<file path="config.mk">
export PLATFORM = sky130hd
export DESIGN_NAME = arb2_merge
export DESIGN_NICKNAME = d
export VERILOG_FILES = /design/src/rtl/noc_pkg.sv /design/src/rtl/rr_arb2.sv /design/src/rtl/arb2_merge.sv
export SDC_FILE = /design/constraint.sdc
export NUM_CORES = 1
export LEC_CHECK = 0
export BUFFER_PORTS_ARGS = -buffer_cell sky130_fd_sc_hd__buf_2
export CORE_UTILIZATION = 48
export CTS_BUF_LIST = sky130_fd_sc_hd__clkbuf_8
export DETAILED_ROUTE_END_ITERATION = 16
export GPL_ROUTABILITY_DRIVEN = 0
export PLACE_DENSITY = 0.87
export RECOVER_POWER = 25
export SLEW_MARGIN = 20
export SYNTH_ARGS = -nofsm -noshare
export SYNTH_HDL_FRONTEND = slang
export SYNTH_SLANG_ARGS = --single-unit
export TNS_END_PERCENT = 20
</file>
<file path="constraint.sdc">
create_clock -name CLK -period 2.6 [get_ports CLK]
set_input_delay 0.52 -clock CLK [delete_from_list [all_inputs] [get_ports CLK]]
set_output_delay 0.52 -clock CLK [all_outputs]
set_load 0.02 [all_outputs]
</file>
<file path="src/rtl/noc_pkg.sv">
// -----------------------------------------------------------------------------
// noc_pkg -- shared definitions for the NoC merge/arbitration blocks.
//
// Contents:
//   PKT_W            packet width in bits
//   ADDR_HI/ADDR_LO  bounds of the address field inside a packet
//   arb2_state_e     state encoding of the two-input merge arbiter
// -----------------------------------------------------------------------------
package noc_pkg;

    localparam int unsigned PKT_W   = 9;
    localparam int unsigned ADDR_HI = 8;
    localparam int unsigned ADDR_LO = 5;

    typedef enum logic [1:0] {
        IDLE,
        SEND_S,
        SEND_OUT
    } arb2_state_e;

endpackage

</file>
<file path="src/rtl/rr_arb2.sv">
// -----------------------------------------------------------------------------
// rr_arb2 -- two-requester grant selector.
//
// Ports:
//   req[1:0]  input   request vector
//   last      input   requester granted most recently (tie-break state)
//   gnt[1:0]  output  grant, one-hot or zero
//
// Configuration macro ARB2_MERGE_RR_EN:
//   defined   : on a tie the requester other than 'last' wins (round-robin)
//   undefined : requester 0 always wins a tie; 'last' is ignored
// -----------------------------------------------------------------------------
module rr_arb2 (
    input  logic [1:0] req,
    input  logic       last,
    output logic [1:0] gnt
);

`ifndef ARB2_MERGE_RR_EN
    logic unused_last;
    assign unused_last = last;
`endif

    always_comb begin
        gnt = 2'b00;
        case (req)
            2'b01: gnt = 2'b01;
            2'b10: gnt = 2'b10;
            2'b11: begin
`ifdef ARB2_MERGE_RR_EN
                gnt = last ? 2'b01 : 2'b10;
`else
                gnt = 2'b01;
`endif
            end
            default: gnt = 2'b00;
        endcase
    end

endmodule

</file>
<file path="src/rtl/arb2_merge.sv">
// -----------------------------------------------------------------------------
// arb2_merge -- merges two packet streams into one. Each accepted packet is
// announced first as a winner ID on the s_* channel, then delivered unmodified
// on the out_* channel. One packet is in flight at a time.
//
// Ports:
//   CLK                                 clock, rising edge
//   _RESET                              asynchronous reset, active low
//   in0_data/in0_valid/in0_ready        requester 0 (W bits / 1 / 1)
//   in1_data/in1_valid/in1_ready        requester 1 (W bits / 1 / 1)
//   s_data/s_valid/s_ready              winner ID channel (1 / 1 / 1)
//   out_data/out_valid/out_ready        merged packet channel (W bits / 1 / 1)
//
// Configuration macro ARB2_MERGE_RR_EN:
//   defined   : round-robin tie-break using a last-grant register (reset to 1,
//               so requester 0 wins the first tie)
//   undefined : fixed priority, requester 0 wins ties; no last-grant register
// -----------------------------------------------------------------------------
module arb2_merge
    import noc_pkg::*;
#(
    parameter int unsigned W = PKT_W
) (
    input  logic         CLK,
    input  logic         _RESET,
    input  logic [W-1:0] in0_data,
    input  logic         in0_valid,
    output logic         in0_ready,
    input  logic [W-1:0] in1_data,
    input  logic         in1_valid,
    output logic         in1_ready,
    output logic         s_data,
    output logic         s_valid,
    input  logic         s_ready,
    output logic [W-1:0] out_data,
    output logic         out_valid,
    input  logic         out_ready
);

    arb2_state_e  state;
    arb2_state_e  state_nx;
    logic [1:0]   gnt;
    logic         last_grant;
    logic         accept;
    logic         win_q;
    logic [W-1:0] data_q;

    rr_arb2 u_arb (
        .req  ({in1_valid, in0_valid}),
        .last (last_grant),
        .gnt  (gnt)
    );

`ifdef ARB2_MERGE_RR_EN
    logic last_q;

    always_ff @(posedge CLK or negedge _RESET) begin
        if (!_RESET) begin
            last_q <= 1'b1;
        end else if (state == SEND_OUT && out_ready) begin
            last_q <= win_q;
        end
    end

    assign last_grant = last_q;
`else
    assign last_grant = 1'b1;
`endif

    // Readies are gated by reset as well so they are low for the whole
    // reset interval, not just after the state register has cleared.
    always_comb begin
        state_nx  = state;
        in0_ready = 1'b0;
        in1_ready = 1'b0;
        s_valid   = 1'b0;
        out_valid = 1'b0;
        accept    = 1'b0;
        case (state)
            IDLE: begin
                in0_ready = _RESET & gnt[0];
                in1_ready = _RESET & gnt[1];
                accept    = (in0_valid & in0_ready) | (in1_valid & in1_ready);
                if (accept) begin
                    state_nx = SEND_S;
                end
            end
            SEND_S: begin
                s_valid = 1'b1;
                if (s_ready) begin
                    state_nx = SEND_OUT;
                end
            end
            SEND_OUT: begin
                out_valid = 1'b1;
                if (out_ready) begin
                    state_nx = IDLE;
                end
            end
            default: state_nx = IDLE;
        endcase
    end

    always_ff @(posedge CLK or negedge _RESET) begin
        if (!_RESET) begin
            state  <= IDLE;
            win_q  <= 1'b0;
            data_q <= '0;
        end else begin
            state <= state_nx;
            if (accept) begin
                win_q  <= gnt[1];
                data_q <= gnt[1] ? in1_data : in0_data;
            end
        end
    end

    assign s_data   = win_q;
    assign out_data = data_q;

endmodule

</file>
Word-level counts from Yosys, hierarchy flattened
Cells that the tools add are included.
{"block": "totals", "register_bits": 12, "out_inout_bits": 14, "word_cells": 30, "in_bits": 24}
{"block": "classes", "eq_ne": 8, "n_bitwise": 5, "reduce_logical": 3, "n_mux": 11}
{"op": "2-to-1 mux 9 bit", "n": 1}
{"op": "== test 2 bit, second input constant", "n": 3}
{"op": "2-to-1 mux 2 bit", "n": 3}
{"op": "inequality test 2 bit, second input constant", "n": 3}
{"op": "case mux 2 bit (3 select lines)", "n": 1}
{"op": "2-to-1 mux 1 bit", "n": 5}
{"op": "bitwise AND 1 bit", "n": 4}
{"op": "== test 2 x 1 -> 1 bit, second input constant", "n": 2}
{"op": "case mux 2 bit (2 select lines)", "n": 1}
{"op": "AND reduction 3 bit", "n": 1}
{"op": "zero test 2 bit", "n": 1}
{"op": "OR reduction 2 bit", "n": 1}
{"op": "bitwise OR 1 bit", "n": 1}

Depth between registers and ports, before layout
Gate-level depths: netlist (run 1).
{"block": "logic_depth", "word_depth": 8, "depth_mapped": 4, "depth_no_buf": 3}

Cells and area by module
A second synthesis (run 1) with hierarchy kept.
{"block": "hier_totals", "hier_cells": 47, "area_unflattened_um2": 624.3}
{"module": "arb2_merge", "cells_per_inst": 45, "seq_area_each_um2": 300.3, "n_inst": 1, "area_per_inst_um2": 614.3}
{"module": "rr_arb2", "cells_per_inst": 2, "seq_area_each_um2": 0.0, "n_inst": 1, "area_per_inst_um2": 10.0}

Worst setup path before layout (run 1)
Ideal clock, no wire load.
{"block": "synth_path", "path_type": "input to output", "startpoint": "input in0_valid", "endpoint": "output in1_ready", "path_stages": 3, "slack_ns": 1.015, "arrival_ns": 1.065, "required_time_ns": 2.080, "cell_sequence": "nand2b_1 buf_6 and2b_2"}
{"block": "synth_between", "elab_chain_cells": 5, "elab_cells_between_ends": 7, "cone_classes": "eq/ne (3); mux (2); bitwise (1); reduce/logical (1)"}
{"item": "start: declaration", "line": "arb2_merge.sv:27", "source": "input logic in0_valid,"}
{"item": "== test 2 x 1 -> 1 bit or == test 2 bit (tied branches)", "line": "rr_arb2.sv:26", "source": "case (req)"}
{"item": "OR reduction 2 bit (no source line)"}
{"item": "case mux 2 bit (2 select lines) (*)", "line": "rr_arb2.sv:26"}
{"item": "bitwise AND 1 bit (*)", "line": "arb2_merge.sv:82", "source": "in1_ready = _RESET & gnt[1];"}
{"item": "2-to-1 mux 1 bit (*)", "line": "arb2_merge.sv:79", "source": "case (state)"}
{"item": "end: declaration", "line": "arb2_merge.sv:31", "source": "output logic in1_ready,"}
Mark *: on every way between the ends. The rest lies on a longest branch, timed or not.

Final worst setup path (run 1)
{"block": "layout_path", "startpoint": "input _RESET", "endpoint": "output in0_ready"}
{"block": "layout_between", "elab_chain_cells": 2}
{"item": "start: declaration", "line": "arb2_merge.sv:25", "source": "input logic _RESET,"}
{"item": "bitwise AND 1 bit", "line": "arb2_merge.sv:81", "source": "in0_ready = _RESET & gnt[0];"}
{"item": "2-to-1 mux 1 bit", "line": "arb2_merge.sv:79"}
{"item": "end: declaration", "line": "arb2_merge.sv:28", "source": "output logic in0_ready,"}
No other way between the ends.

==> flow_summary_export.csv, run 1 <==
group,metric,value,unit
critical_path,cp_num_buf_inv,2,
die,core,1320,um2
cts,clock-root-buffer,"clkbuf_8",
yosys,synthTopCellsByArea,"dfrtp_1 (44%), mux2_4 (40%), buf_6 (3.3%), nor2b_1 (1.8%), nor3b_2 (1.8%)",
critical_path,r2r_start,"state[1]",
die,pin_count,38,
die,die_area,1570,um2
yosys,synth_ff_type,"dfrtp_1",
timing,drv_slew,0,
global_route,grt_pass1_wl,1880,um
drt,via_per_inst,4.87,
cts,ctsHoldBuffers,0,
critical_path,worstPathArrival,1.46,ns
drt,wirelength,1360,um
final_layout,area_growth,35.8,%
placed_design,place_inst,96,
yosys,synth_top_area_share,44.1,%
global_route,grt_pass1_vias,437,
placed_design,hpwl,1020,um
final_layout,final_cells,100,
critical_path,path_cells,"buf_2 > nor3b_2 > and2_2 > buf_2",
pwr,leakage,0.000524,uW
drt,wl_per_cell,13.6,um
cts,cts_tree,"built",
yosys,mappedNetlistArea,681,um2
global_route,grt_start_max_net_pins,14,
yosys,synth_edf_count,0,
cts,post_cts_buffers,0,
timing,worst_slew_pin_slew,0.596,ns
final_layout,drive_gt1_share,74.1,%
critical_path,slowest_stage,"nor3b_2",
global_route,antenna_found_initial,0,
timing,setup-tns-final,0,ns
yosys,netlist_top_cells_count,"mux2_4 (18), dfrtp_1 (12), buf_6 (2), inv_1 (2), nor2b_1 (2)",
drt,vias,487,
critical_path,r2r-end,"out_data[0]",
critical_path,critical-path-max-stage-delay,0.32,ns
final_layout,n_antenna_cell,0,
drt,ant_nets,0,
drt,drt-initial-drc-count,3,
die,fp.dieW,39.7,um
yosys,async_flop_share,100,%
cts,clk_latency,0.23,ns
die,die_h,39.7,um
yosys,yosysMostFrequentCell,"mux2_4",
timing,min_period_over_period,76.2,%
critical_path,r2r_cells,3,
critical_path,required,2.08,ns
timing,finalSetupViolCount,0,
critical_path,regToRegSetupSlack,0.88,ns
yosys,ys.warnings.count,0,
cts,path_clk_slew,0.05,ns
cts,cts_resized,0,
status,status,"completed",
timing,slew_headroom,60.3,%
yosys,ys_ff_latch,12,
cts,numClockSinks,12,
yosys,synth_cells,45,
critical_path,path_common_cell,"buf_2",
final_layout,fin_nets,110,
timing,rsz0062_at_grt,"no",
cts,clockBufferDepth,2,
cts,htreeDepth,1,
timing,hold_viol,0,
drt,drc,0,
yosys,yosysTopAreaCell,"dfrtp_1",
critical_path,cp-end-kind,"output pin",
global_route,grt_util_all_layers,19.3,%
pwr,peakVddDrop,0.000584,V
timing,skew,0.00278,ns
pwr,power_density,1070,nW/um2
timing,fin_crit,1.98,ns
critical_path,critical_path_class,"input pin to output pin",
flow_run,drv_cap,0,
yosys,seq_area_frac_synth,44.1,%
cts,cts_buffers,3,
yosys,avgSynthCellArea,15.1,um2
worst_hold_path,hp-class,"input pin to async pin",
yosys,syn_nets,69,
drt,firstDrtPassIters,4,
yosys,synth.distinct_cells,14,
die,rows,13,
timing,fmax,505,MHz
critical_path,critPathMaxFanout,13,
critical_path,crit_family,"simple AND/OR/NAND/NOR gates",
die,start_util,51.7,%
global_route,grt.overflow.total,0,
critical_path,cp-start-kind,"input pin",
placed_design,numPortBuffers,37,
metal layers:
layer / GRT usage [%] / up-vias / part of all wire (%)
li1: - / 236 / -
met4: 7.76 / 0 / 0.52
met2: 34.8 / 17 / 56
met1: 20.9 / 232 / 40
met3: 5.11 / 2 / 3.5
met5: 0 / - / 0
metrics by stage:
step | setup WS, ns | area [um2] | utilization (%) | hold slack (ns) | total power, uW
after floorplan | 1.02 | 681 | - | 0.224 | 658
after global placement | 0.559 | 870 | 66.0 | 0.403 | 782
after detailed placement | 0.479 | 870 | 66.0 | 0.414 | 792
after CTS | 0.589 | 925 | 70.2 | 0.160 | 1000
after global routing | 0.501 | 925 | 70.2 | 0.166 | 1040
final | 0.620 | 925 | 70.2 | 0.154 | 992
layout by cell type (no fill, tap or decap), types with 2 or more instances in the layout:
| cell | n |
|---|---|
| inv_1 | 2 |
| mux2_4 | 18 |
| buf_2 | 37 |
| dfrtp_1 | 12 |
| clkbuf_8 | 4 |
| nor2b_1 | 2 |
registers in the layout (all words and copies together) (netlist names):
register	cells
s_data	1
out_data	9
state	2
cell type report:
| type | count | area (um2) |
|---|---|---|
| Clock buffer | 4 | 55.1 |
| Sequential cell | 12 | 300 |
| Fill cell | 111 | 393 |
| Tap cell | 15 | 18.8 |
| Inverter | 2 | 7.51 |
| Multi-Input combinational cell | 29 | 350 |
| Timing Repair Buffer | 38 | 193 |
power breakdown:
part / switching (uW) / leakage, uW / total [uW] / internal (uW)
clock network: 66.7 / 0.0000288 / 200 / 134
registers: 55.2 / 0.000143 / 334 / 279
logic: 231 / 0.000352 / 458 / 227
cell families (layout without fill, tap and decap cells):
| family | Yosys count | in the layout | share of synthesized area [%] |
|---|---|---|---|
| mux | 18 | 18 | 39.7 |
| flops | 12 | 12 | 44.1 |
| simple gates | 7 | 7 | 7.54 |
| compound gates | 4 | 4 | 4.23 |
| buf+inv | 4 | 44 | 4.41 |
worst max-delay path by stage:
stage                     startpoint          end  cells past startpoint
after global routing          _RESET    in0_ready                      4
after detailed placement      _RESET  out_data[0]                      4
after global placement        _RESET  out_data[8]                      4
final                         _RESET    in0_ready                      4
after CTS                     _RESET    in0_ready                      4
after floorplan            in0_valid    in1_ready                      3
Note: power is estimated with default switching activity, not from simulation.
==> run 2: changes to the inputs <==
ABC_AREA = 1   (was not set)
CORE_UTILIZATION = 41   (was 48)
PLACE_DENSITY = 0.78   (was 0.87)
clock period = 1.66 ns   (was 2.6 ns; I/O delays follow)
==> flow_summary_export.csv, run 2 <==
group,metric,value,unit
yosys,synthTopCellsByArea,"dfrtp_1 (42%), nand2_1 (21%), o21bai_1 (9.5%), inv_1 (6.9%), nand3_1 (6.3%)",
worst_hold_path,hp-class,"input pin to async pin",
global_route,antenna_found_initial,0,
die,fp.dieW,43.6,um
cts,cts_tree,"built",
final_layout,fin_nets,166,
yosys,synth_compound_area_share,15.0,%
critical_path,cp-start-kind,"register",
yosys,seq_area_frac_synth,42.3,%
yosys,synth_edf_count,0,
final_layout,drive_gt1_share,32.9,%
pwr,power_density,1550,nW/um2
placed_design,numPortBuffers,37,
cts,htreeDepth,1,
timing,hold_ws,0.268,ns
global_route,grt_start_max_net_pins,13,
final_layout,n_antenna_cell,0,
pwr,p_int,854,uW
critical_path,worstPathArrival,1.27,ns
yosys,synth_top_area_share,42.3,%
critical_path,required,1.33,ns
yosys,ys.warnings.count,0,
pwr,seqPwrFrac,33.0,%
cts,numClockSinks,12,
yosys,ys_ff_latch,12,
yosys,yosysMostFrequentCell,"nand2_1",
final_layout,area_growth,35.7,%
timing,min_period_over_period,96.5,%
timing,worst_slew_pin_slew,0.473,ns
drt,wl_per_cell,11.3,um
critical_path,cp-end-kind,"output pin",
pwr,leakage,0.000575,uW
cts,path_clk_slew,0.05,ns
timing,fin_crit,1.60,ns
drt,ant_nets,0,
yosys,mappedNetlistArea,711,um2
timing,fmax,624,MHz
global_route,grt_util_all_layers,19.6,%
timing,slew_headroom,68.5,%
placed_design,hpwl,1240,um
yosys,synth_fa_ha_area_share,0,%
pwr,swShare,43.0,%
drt,wirelength,1760,um
pwr,report.power.total,1500,uW
cts,clock-root-buffer,"clkbuf_8",
status,violations,"design-rule violations",
yosys,async_flop_share,100,%
yosys,netlist_top_cells_count,"nand2_1 (40), inv_1 (13), dfrtp_1 (12)",
status,status,"complete, but fails checks",
drt,drt-initial-drc-count,9,
flow_run,drv_cap,0,
final_layout,multi_input_area,334,um2
drt,vias,777,
yosys,syn_nets,123,
yosys,synth_cells,99,
final_layout,final_common_cell,"nand2_1",
pwr,peakVddDrop,0.000670,V
pwr,combPwrFrac,49.7,%
timing,skew,0.00292,ns
timing,hold_viol,0,
die,die_area,1900,um2
timing,drv_slew,0,
die,rows,14,
drt,firstDrtPassIters,10,
final_layout,n_fill_cell,138,
cts,cts_buffers,3,
yosys,yosysTopAreaCell,"dfrtp_1",
die,die_h,43.6,um
drt,drc,1,
cts,clockBufferDepth,2,
cts,clk_latency,0.24,ns
yosys,synth-xor-area-share,0,%
yosys,synth_ff_type,"dfrtp_1",
yosys,synth_simple_gate_area_share,32.0,%
global_route,grt_pass1_vias,705,
critical_path,critPathMaxFanout,3,
yosys,synth_top_family_by_area,"simple AND/OR/NAND/NOR gates",
global_route,grt.overflow.total,0,
final_layout,largest_reg_flops,9,
pwr,p_switching,645,uW
pwr,clkPwrFrac,17.3,%
final_layout,final_cell_mix,"nand2_1 (40), buf_2 (36), inv_1 (12), dfrtp_1 (12)",
yosys,synthMuxAreaShare,0,%
drt,via_per_inst,4.98,
final_layout,seq_area,300,um2
die,core,1560,um2
critical_path,critical_path_class,"register to output pin",
yosys,synth.distinct_cells,16,
critical_path,r2r_cells,6,
global_route,grt_pass1_wl,2800,um
timing,finalSetupViolCount,0,
die,start_util,45.6,%
die,pin_count,38,
yosys,avgSynthCellArea,7.18,um2
## run 2: cell types whose count changed in the layout (fill, tap and decap cells not counted), sizes merged, moves of 5 or more
cell / change
inv: +11
o21bai: +9
nand3: +9
nand2: +40
mux2: -18
nor2: +5
## run 2: critical path: stages, from the launching register on
cell	delay, ns
dfrtp_1	0.40
nor2_2	0.22
clkinvlp_4	0.15
nor2_1	0.10
buf_2	0.17
## run 2: cell families (layout without fill, tap and decap cells)
logic type / Yosys count / count (layout)
AO/OA/AOI/OAI: 15 / 15
buffers and inverters: 17 / 58
flip-flops: 12 / 12
AND/OR/NAND/NOR: 55 / 55
## run 2: final timing paths
path | startpoint | endpoint | slack (ns)
max | state[1] | in0_ready | 0.06
min | _RESET | state[0] | 0.27
max in group asynchronous | _RESET | out_data[2] | 0.85
min in group CLK | out_ready | state[1] | 0.28
min reg2reg | s_data | s_data | 0.53
max reg2reg | state[1] | out_data[8] | 0.27
## run 2: metal layers
layer	track usage (%)	routed length, um	share of wire (%)	up-vias
met5	0	0	0	-
met4	9.38	38	2.2	0
met3	2.50	72	4.1	5
met2	34.3	943	54	29
met1	23.5	700	40	352
li1	-	-	-	391
## run 2: repair_timing
item,4_1_cts,5_1_grt
endpoints found under the hold margin,4,0
buffers inserted,0,1
hold buffers,1,0
setup endpoints to repair,0,1
gates resized for setup,0,1
## run 2: area by class of cell
type                       instances  share of cell area, %
inverter                          14                   5.84
clock buffer                       3                   4.28
timing repair buffer              41                   22.0
tap                               16                   2.08
sequential                        12                   31.1
multi-input combinational         70                   34.6
## run 2: per-stage QoR
stage          setup slack [ns]  util (%)  instance area [um2]  instances  setup TNS (ns)
6_report                 0.0582      61.9                  965        156               0
2_1_floorplan             0.275         -                  711         99               0
5_1_grt                 -0.0415      61.9                  965        156         -0.0415
4_1_cts                  0.0424      61.5                  958        155               0
3_3_place_gp              0.309      58.2                  907        151               0
3_5_place_dp              0.307      58.2                  907        151               0
## run 2: power groups by stage
stage	registers (uW)	logic, uW	clock network [uW]
floorplan	638	350	0
global placement	495	693	0
detailed placement	499	702	0
CTS	494	712	265
global route	505	812	282
finish	495	746	259
